`config.mk`:
```
export PLATFORM = sky130hd
export DESIGN_NAME = cv32e40p_tmr_fault_manager_flat
export DESIGN_NICKNAME = d
export VERILOG_FILES = /design/src/rtl/cv32e40p_tmr_fault_manager_if.sv /design/src/rtl/cv32e40p_tmr_fault_manager.sv /design/src/flat_wrapper.sv
export SDC_FILE = /design/constraint.sdc
export NUM_CORES = 1
export LEC_CHECK = 0
export ABC_AREA = 1
export CELL_PAD_IN_SITES_DETAIL_PLACEMENT = 0
export CELL_PAD_IN_SITES_GLOBAL_PLACEMENT = 2
export CORE_MARGIN = 3
export CORE_UTILIZATION = 30
export DETAILED_ROUTE_END_ITERATION = 7
export GPL_TIMING_DRIVEN = 0
export PLACE_DENSITY_LB_ADDON = 0.08
export SKIP_CTS_REPAIR_TIMING = 1
export SLEW_MARGIN = 40
export SYNTH_ARGS = -nofsm -noshare
export SYNTH_HDL_FRONTEND = slang
export SYNTH_SLANG_ARGS = --single-unit
```
`constraint.sdc`:
```
create_clock -name clk_i -period 2.9 [get_ports clk_i]
set_input_delay 0.29 -clock clk_i [delete_from_list [all_inputs] [get_ports clk_i]]
set_output_delay 0.29 -clock clk_i [all_outputs]
set_load 0.01 [all_outputs]
```
`src/rtl/cv32e40p_tmr_fault_manager_if.sv`:
```
// Voter/supervisor bundle for the TMR fault manager.
// master drives votes and acks; slave is the fault manager.
interface cv32e40p_tmr_fault_manager_if #(
    parameter int CNT_W = 8
);
    logic               vote_valid_i;
    logic               err_detected_1_i;
    logic               err_detected_2_i;
    logic               err_detected_3_i;
    logic               err_corrected_i;
    logic               resync_ack_i;
    logic               resync_req_o;
    logic [1:0]         resync_id_o;
    logic [2:0]         replica_mask_o;
    logic               degraded_o;
    logic               fatal_o;
    logic [3*CNT_W-1:0] err_cnt_o;

    modport master (
        output vote_valid_i,
        output err_detected_1_i,
        output err_detected_2_i,
        output err_detected_3_i,
        output err_corrected_i,
        output resync_ack_i,
        input  resync_req_o,
        input  resync_id_o,
        input  replica_mask_o,
        input  degraded_o,
        input  fatal_o,
        input  err_cnt_o
    );

    modport slave (
        input  vote_valid_i,
        input  err_detected_1_i,
        input  err_detected_2_i,
        input  err_detected_3_i,
        input  err_corrected_i,
        input  resync_ack_i,
        output resync_req_o,
        output resync_id_o,
        output replica_mask_o,
        output degraded_o,
        output fatal_o,
        output err_cnt_o
    );
endinterface

```
`src/rtl/cv32e40p_tmr_fault_manager.sv`:
```
// TMR fault manager: leaky per-replica error counters,
// resync requests, permanent masking and sticky fatal.
module cv32e40p_tmr_fault_manager #(
    parameter int CNT_W          = 8,
    parameter int THRESH         = 4,
    parameter int WINDOW         = 1024,
    parameter int MAX_RESYNC     = 2,
    parameter int RESYNC_TIMEOUT = 64
) (
    input logic clk_i,
    input logic rst_i,
    cv32e40p_tmr_fault_manager_if.slave bus
);

    localparam int WW = (WINDOW > 1) ? $clog2(WINDOW) : 1;
    localparam int AW = (MAX_RESYNC > 0) ? $clog2(MAX_RESYNC + 1) : 1;
    localparam int TW = $clog2(RESYNC_TIMEOUT + 1);
    localparam logic [CNT_W-1:0] CNT_MAX = '1;

    typedef enum logic [1:0] {
        S_RUN,
        S_RESYNC,
        S_FATAL
    } state_e;

    state_e           state_q, state_d;
    logic [CNT_W-1:0] cnt_q [3];
    logic [CNT_W-1:0] cnt_d [3];
    logic [AW-1:0]    att_q [3];
    logic [AW-1:0]    att_d [3];
    logic [WW-1:0]    win_q, win_d;
    logic [TW-1:0]    to_q, to_d;
    logic [2:0]       mask_q, mask_d;
    logic [1:0]       id_q, id_d;

    logic [CNT_W-1:0] cnt_new [3];
    logic [2:0]       err, marked, sel, retry, id_oh;
    logic [1:0]       sel_id;
    logic             sample, leak, any_masked;

    assign err        = {bus.err_detected_3_i, bus.err_detected_2_i,
                         bus.err_detected_1_i} & ~mask_q;
    assign sample     = (state_q == S_RUN) && bus.vote_valid_i;
    assign leak       = sample && (win_q == WW'(WINDOW - 1));
    assign any_masked = |mask_q;

    // Leaky saturating counter update for the current sample.
    always_comb begin
        for (int k = 0; k < 3; k++) begin
            cnt_new[k] = cnt_q[k];
            if (sample) begin
                if (err[k] && !leak) begin
                    if (cnt_q[k] != CNT_MAX) begin
                        cnt_new[k] = cnt_q[k] + CNT_W'(1);
                    end
                end else if (!err[k] && leak && cnt_q[k] != '0) begin
                    cnt_new[k] = cnt_q[k] - CNT_W'(1);
                end
            end
        end
    end

    // Threshold detection, lowest-index pick and retry budget.
    always_comb begin
        for (int k = 0; k < 3; k++) begin
            marked[k] = !mask_q[k] && (cnt_new[k] >= CNT_W'(THRESH));
            retry[k]  = att_q[k] < AW'(MAX_RESYNC);
            id_oh[k]  = (id_q == 2'(k));
        end
        sel    = marked & (~marked + 3'd1);
        sel_id = sel[0] ? 2'd0 : (sel[1] ? 2'd1 : 2'd2);
    end

    // Next-state logic for the supervisor FSM and its counters.
    always_comb begin
        state_d = state_q;
        cnt_d   = cnt_q;
        att_d   = att_q;
        win_d   = win_q;
        to_d    = to_q;
        mask_d  = mask_q;
        id_d    = id_q;
        unique case (state_q)
            S_RUN: begin
                if (sample && |err &&
                    (any_masked || !bus.err_corrected_i)) begin
                    state_d = S_FATAL;
                end else if (|sel && !(|(sel & retry)) && any_masked) begin
                    // a second replica would have to be dropped
                    state_d = S_FATAL;
                end else begin
                    cnt_d = cnt_new;
                    if (sample) begin
                        win_d = leak ? '0 : win_q + WW'(1);
                    end
                    if (|(sel & retry)) begin
                        state_d = S_RESYNC;
                        id_d    = sel_id;
                        to_d    = '0;
                    end else if (|sel) begin
                        mask_d = mask_q | sel;
                        for (int k = 0; k < 3; k++) begin
                            if (sel[k]) cnt_d[k] = '0;
                        end
                    end
                end
            end
            S_RESYNC: begin
                if (bus.resync_ack_i) begin
                    state_d = S_RUN;
                    to_d    = '0;
                    for (int k = 0; k < 3; k++) begin
                        if (id_oh[k]) begin
                            cnt_d[k] = '0;
                            att_d[k] = att_q[k] + AW'(1);
                        end
                    end
                end else if (to_q == TW'(RESYNC_TIMEOUT - 1)) begin
                    to_d = '0;
                    if (any_masked) begin
                        state_d = S_FATAL;
                    end else begin
                        state_d = S_RUN;
                        mask_d  = mask_q | id_oh;
                    end
                end else begin
                    to_d = to_q + TW'(1);
                end
            end
            S_FATAL: begin
                state_d = S_FATAL;
            end
            default: begin
                state_d = S_FATAL;
            end
        endcase
    end

    // State and counter registers with synchronous reset.
    always_ff @(posedge clk_i) begin
        if (rst_i) begin
            state_q <= S_RUN;
            cnt_q   <= '{default: '0};
            att_q   <= '{default: '0};
            win_q   <= '0;
            to_q    <= '0;
            mask_q  <= '0;
            id_q    <= '0;
        end else begin
            state_q <= state_d;
            cnt_q   <= cnt_d;
            att_q   <= att_d;
            win_q   <= win_d;
            to_q    <= to_d;
            mask_q  <= mask_d;
            id_q    <= id_d;
        end
    end

    assign bus.resync_req_o   = (state_q == S_RESYNC);
    assign bus.resync_id_o    = (state_q == S_RESYNC) ? id_q : 2'd0;
    assign bus.replica_mask_o = mask_q;
    assign bus.degraded_o     = any_masked;
    assign bus.fatal_o        = (state_q == S_FATAL);

    for (genvar g = 0; g < 3; g++) begin : g_cnt
        assign bus.err_cnt_o[g*CNT_W +: CNT_W] = cnt_q[g];
    end

endmodule
```
`src/flat_wrapper.sv`:
```
// flat-port wrapper written by rule: the top's interface ports become plain ports
module cv32e40p_tmr_fault_manager_flat 
#(
    parameter int CNT_W          = 8,
    parameter int THRESH         = 4,
    parameter int WINDOW         = 1024,
    parameter int MAX_RESYNC     = 2,
    parameter int RESYNC_TIMEOUT = 64
)
  (clk_i, rst_i, bus_vote_valid_i, bus_err_detected_1_i, bus_err_detected_2_i, bus_err_detected_3_i, bus_err_corrected_i, bus_resync_ack_i, bus_resync_req_o, bus_resync_id_o, bus_replica_mask_o, bus_degraded_o, bus_fatal_o, bus_err_cnt_o);
  cv32e40p_tmr_fault_manager_if #(.CNT_W(CNT_W)) bus_i ();
  input logic clk_i;
  input logic rst_i;
  input wire logic [$bits(bus_i.vote_valid_i)-1:0] bus_vote_valid_i;
  input wire logic [$bits(bus_i.err_detected_1_i)-1:0] bus_err_detected_1_i;
  input wire logic [$bits(bus_i.err_detected_2_i)-1:0] bus_err_detected_2_i;
  input wire logic [$bits(bus_i.err_detected_3_i)-1:0] bus_err_detected_3_i;
  input wire logic [$bits(bus_i.err_corrected_i)-1:0] bus_err_corrected_i;
  input wire logic [$bits(bus_i.resync_ack_i)-1:0] bus_resync_ack_i;
  output wire logic [$bits(bus_i.resync_req_o)-1:0] bus_resync_req_o;
  output wire logic [$bits(bus_i.resync_id_o)-1:0] bus_resync_id_o;
  output wire logic [$bits(bus_i.replica_mask_o)-1:0] bus_replica_mask_o;
  output wire logic [$bits(bus_i.degraded_o)-1:0] bus_degraded_o;
  output wire logic [$bits(bus_i.fatal_o)-1:0] bus_fatal_o;
  output wire logic [$bits(bus_i.err_cnt_o)-1:0] bus_err_cnt_o;
  assign bus_i.vote_valid_i = bus_vote_valid_i;
  assign bus_i.err_detected_1_i = bus_err_detected_1_i;
  assign bus_i.err_detected_2_i = bus_err_detected_2_i;
  assign bus_i.err_detected_3_i = bus_err_detected_3_i;
  assign bus_i.err_corrected_i = bus_err_corrected_i;
  assign bus_i.resync_ack_i = bus_resync_ack_i;
  assign bus_resync_req_o = bus_i.resync_req_o;
  assign bus_resync_id_o = bus_i.resync_id_o;
  assign bus_replica_mask_o = bus_i.replica_mask_o;
  assign bus_degraded_o = bus_i.degraded_o;
  assign bus_fatal_o = bus_i.fatal_o;
  assign bus_err_cnt_o = bus_i.err_cnt_o;
  cv32e40p_tmr_fault_manager #(.CNT_W(CNT_W), .THRESH(THRESH), .WINDOW(WINDOW), .MAX_RESYNC(MAX_RESYNC), .RESYNC_TIMEOUT(RESYNC_TIMEOUT)) u_core (.clk_i(clk_i), .rst_i(rst_i), .bus(bus_i));
endmodule
```
==> flow_summary.toml <==
[grt]
met3_usage_pct = 2.82
grt_max_degree = 20
grt_use_met1_pct = 24.7
grt_pass1_wl_mm = 26.8
grt.met2_usage_pct = 33.2
grt_usage_pct = 19.0
antenna_found_initial = 0
grt_pass1_vias = 5108
overflow = 0
top_usage_layer = "met2"

[setup_path]
startpoint = "u_core.win_q[0]$_SDFFE_PP0P_"
r2r_cells = 25
reg2reg_from = "u_core.win_q[0]$_SDFFE_PP0P_"
cp.required_ns = 3.14
crit_arrival_ns = 3.31
r2r_end = "u_core.bus.err_cnt_o[14]$_SDFFE_PP0P_"
crit_fanout = 9
r2r_slack_ns = -0.17
path_class = "flip-flop to flip-flop"
endpoint = "u_core.bus.err_cnt_o[14]$_SDFFE_PP0P_"
end_kind = "flip-flop"
startpoint_type = "flip-flop"
max_stage_delay_ns = 0.37
crit_slowest_cell = "dfxtp_4"

[placement]
hpwl_mm = 12.9
place_inst = 1089
io_buffers = 38
gp_congestion = 0.892

[sta]
setup_ws_ns = -0.170
slew_headroom_pct = 36.5
fin_crit_sh_pct = 106
setup_viol = 47
min_period_ns = 3.07
finalHoldViolations = 0
tightest_slew_ns = 0.953
drv_slew = 0
skew_ns = 0.00894
max_freq_mhz = 326
rsz0062_at_grt = "yes"

[pwr]
ir_drop_v = 0.000399
pwr_density_cell_nw_per_um2 = 933
p_leak_nw = 2.87

[floorplanning]
die_h_um = 132
fp.dieW_um = 132
num_rows = 45
core_um2 = 15400
dieArea_um2 = 17500
pin_count = 40
start_util_pct = 31.0

[layout]
diodes = 0
area_delta_synth_final_pct = 33.9
final_util_pct = 41.5
multi_input_area_um2 = 3580
n_fill_cell = 1709
drive_gt1_share_pct = 21.5
nets = 935
ff_latch_area_um2 = 1100
fin_cells = 1128

[synth]
synth_area_leaders = "dfxtp_1, nand2_1, nor2_1"
syn_area_um2 = 4780
syn-instance-count = 840
postSynth.asyncResetShare_pct = 0
synth_ff_type = "dfxtp_1"
yosysUniqueCellTypes = 38
yosys_warnings = 0
seq_area_frac_synth_pct = 22.6
yosysTopAreaCell = "dfxtp_1"
synth_seq_cells = 54
syn_avg_cell_area_um2 = 5.69
synth_edf_count = 0
synth.most_common_cell = "nand2_1"
synth_top_area_share_pct = 22.6
synth_commonest_cells = "nand2_1, nor2_1, inv_1"
synth_nets = 859

[clock_network]
clkSinkCount = 54
cts_tree = "done"
ctsHtreeMaxLevel = 2
clock_latency_ns = 0.31
clockBufferDepth = 2
numCtsBuffers = 5
clk_pin_slew_ns = 0.08
root_buffer = "clkbuf_16"

[status]
outcome = "complete, but fails checks"
violations = "negative setup slack"

[route]
ant_nets = 0
detail_route.iter0.violations = 306
vias = 5570
avgRoutedWirePerCell_um = 15.5
drt-pass1-iter-count = 5
drcViolationCount = 0
vias_per_cell = 4.94
finalWirelength_mm = 17.5

[min_path]
min_from = "rst_i"
min_path_type = "primary input to flip-flop"
min_path_cells = 2

[job]
max-cap-violations = 0
worst max-delay path: cells and delay by family, from the launching register on:
kind	cells	cell delay (ns)
fa+ha+maj	1	0.16
buf+inv	4	0.43
flops	1	0.37
simple gates	20	2.04
flip-flops by register name (all words and copies together) (netlist names):
name,cells
u_core.bus.replica_mask_o,3
u_core.state_q,2
u_core.id_q,2
u_core.to_q,7
u_core.win_q,10
u_core.bus.err_cnt_o,24
u_core.att_q,6
area by class of cell:
class,instances,share of cell area [%]
Timing Repair inverter,1,0.137
Clock inverter,3,0.449
Sequential cell,54,17.2
Clock buffer,5,1.95
Timing Repair Buffer,68,10.6
Buffer,26,2.79
Inverter,109,6.78
Tap cell,211,4.12
Multi-Input combinational cell,651,56.0
power by group:
| part | internal [mW] | total (mW) | switching, mW |
|---|---|---|---|
| Clock | 0.331 | 0.671 | 0.339 |
| Sequential | 0.870 | 1.03 | 0.159 |
| Combinational | 1.61 | 4.28 | 2.66 |
| Total | 2.81 | 5.98 | 3.16 |
how the worst min path moves through the flow:
stage | to | slack [ns]
final | u_core.id_q[0]$_SDFFE_PP0P_ | 0.39
after global routing | u_core.id_q[0]$_SDFFE_PP0P_ | 0.45
after CTS | u_core.win_q[8]$_SDFFE_PP0P_ | 0.39
after detailed placement | u_core.to_q[6]$_SDFFE_PP0P_ | 0.44
after global placement | u_core.att_q[0]$_SDFFE_PP0P_ | 0.44
after floorplan | u_core.att_q[0]$_SDFFE_PP0P_ | 0.42
layer usage:
layer | share of wire, % | vias to the layer above
li1 | - | 2854
met1 | 47 | 2593
met2 | 48 | 105
met3 | 3.2 | 18
met4 | 1.3 | 0
met5 | 0 | -
layout by cell type (no fill, tap or decap), types with 14 or more instances in the layout:
master,count
nand2_1,230
inv_1,99
nor2_1,91
nand3_1,64
a21oi_1,49
nand4_1,43
dfxtp_1,41
nand2_2,37
clkdlybuf4s50_1,37
buf_4,21
o21ai_0,18
a21oi_2,17
nand2_4,14
cell families (layout without fill, tap and decap cells):
group	Yosys count	count (layout)	synth area share, %
and+or+nand+nor	534	535	50.8
xor gates and xnor gates	12	12	2.20
adders and majority gates	11	11	2.88
DFF	54	54	22.6
AOI/OAI and AO/OA	93	93	9.99
buffers and inverters	136	212	11.6
through the flow:
step | setup WS, ns | power, mW | cell area, µm² | setup TNS (ns) | hold slack [ns]
after global routing | -0.377 | 6.51 | 6410 | -14.27 | 0.449
after global placement | -0.765 | 4.26 | 5430 | -29.31 | 0.444
after detailed placement | -0.759 | 4.27 | 5430 | -28.71 | 0.444
after floorplan | 0.193 | 3.29 | 4780 | 0 | 0.424
final | -0.170 | 5.98 | 6410 | -5.22 | 0.393
after CTS | -0.670 | 4.96 | 5590 | -24.41 | 0.393
Power figures use the tool's default switching activity.
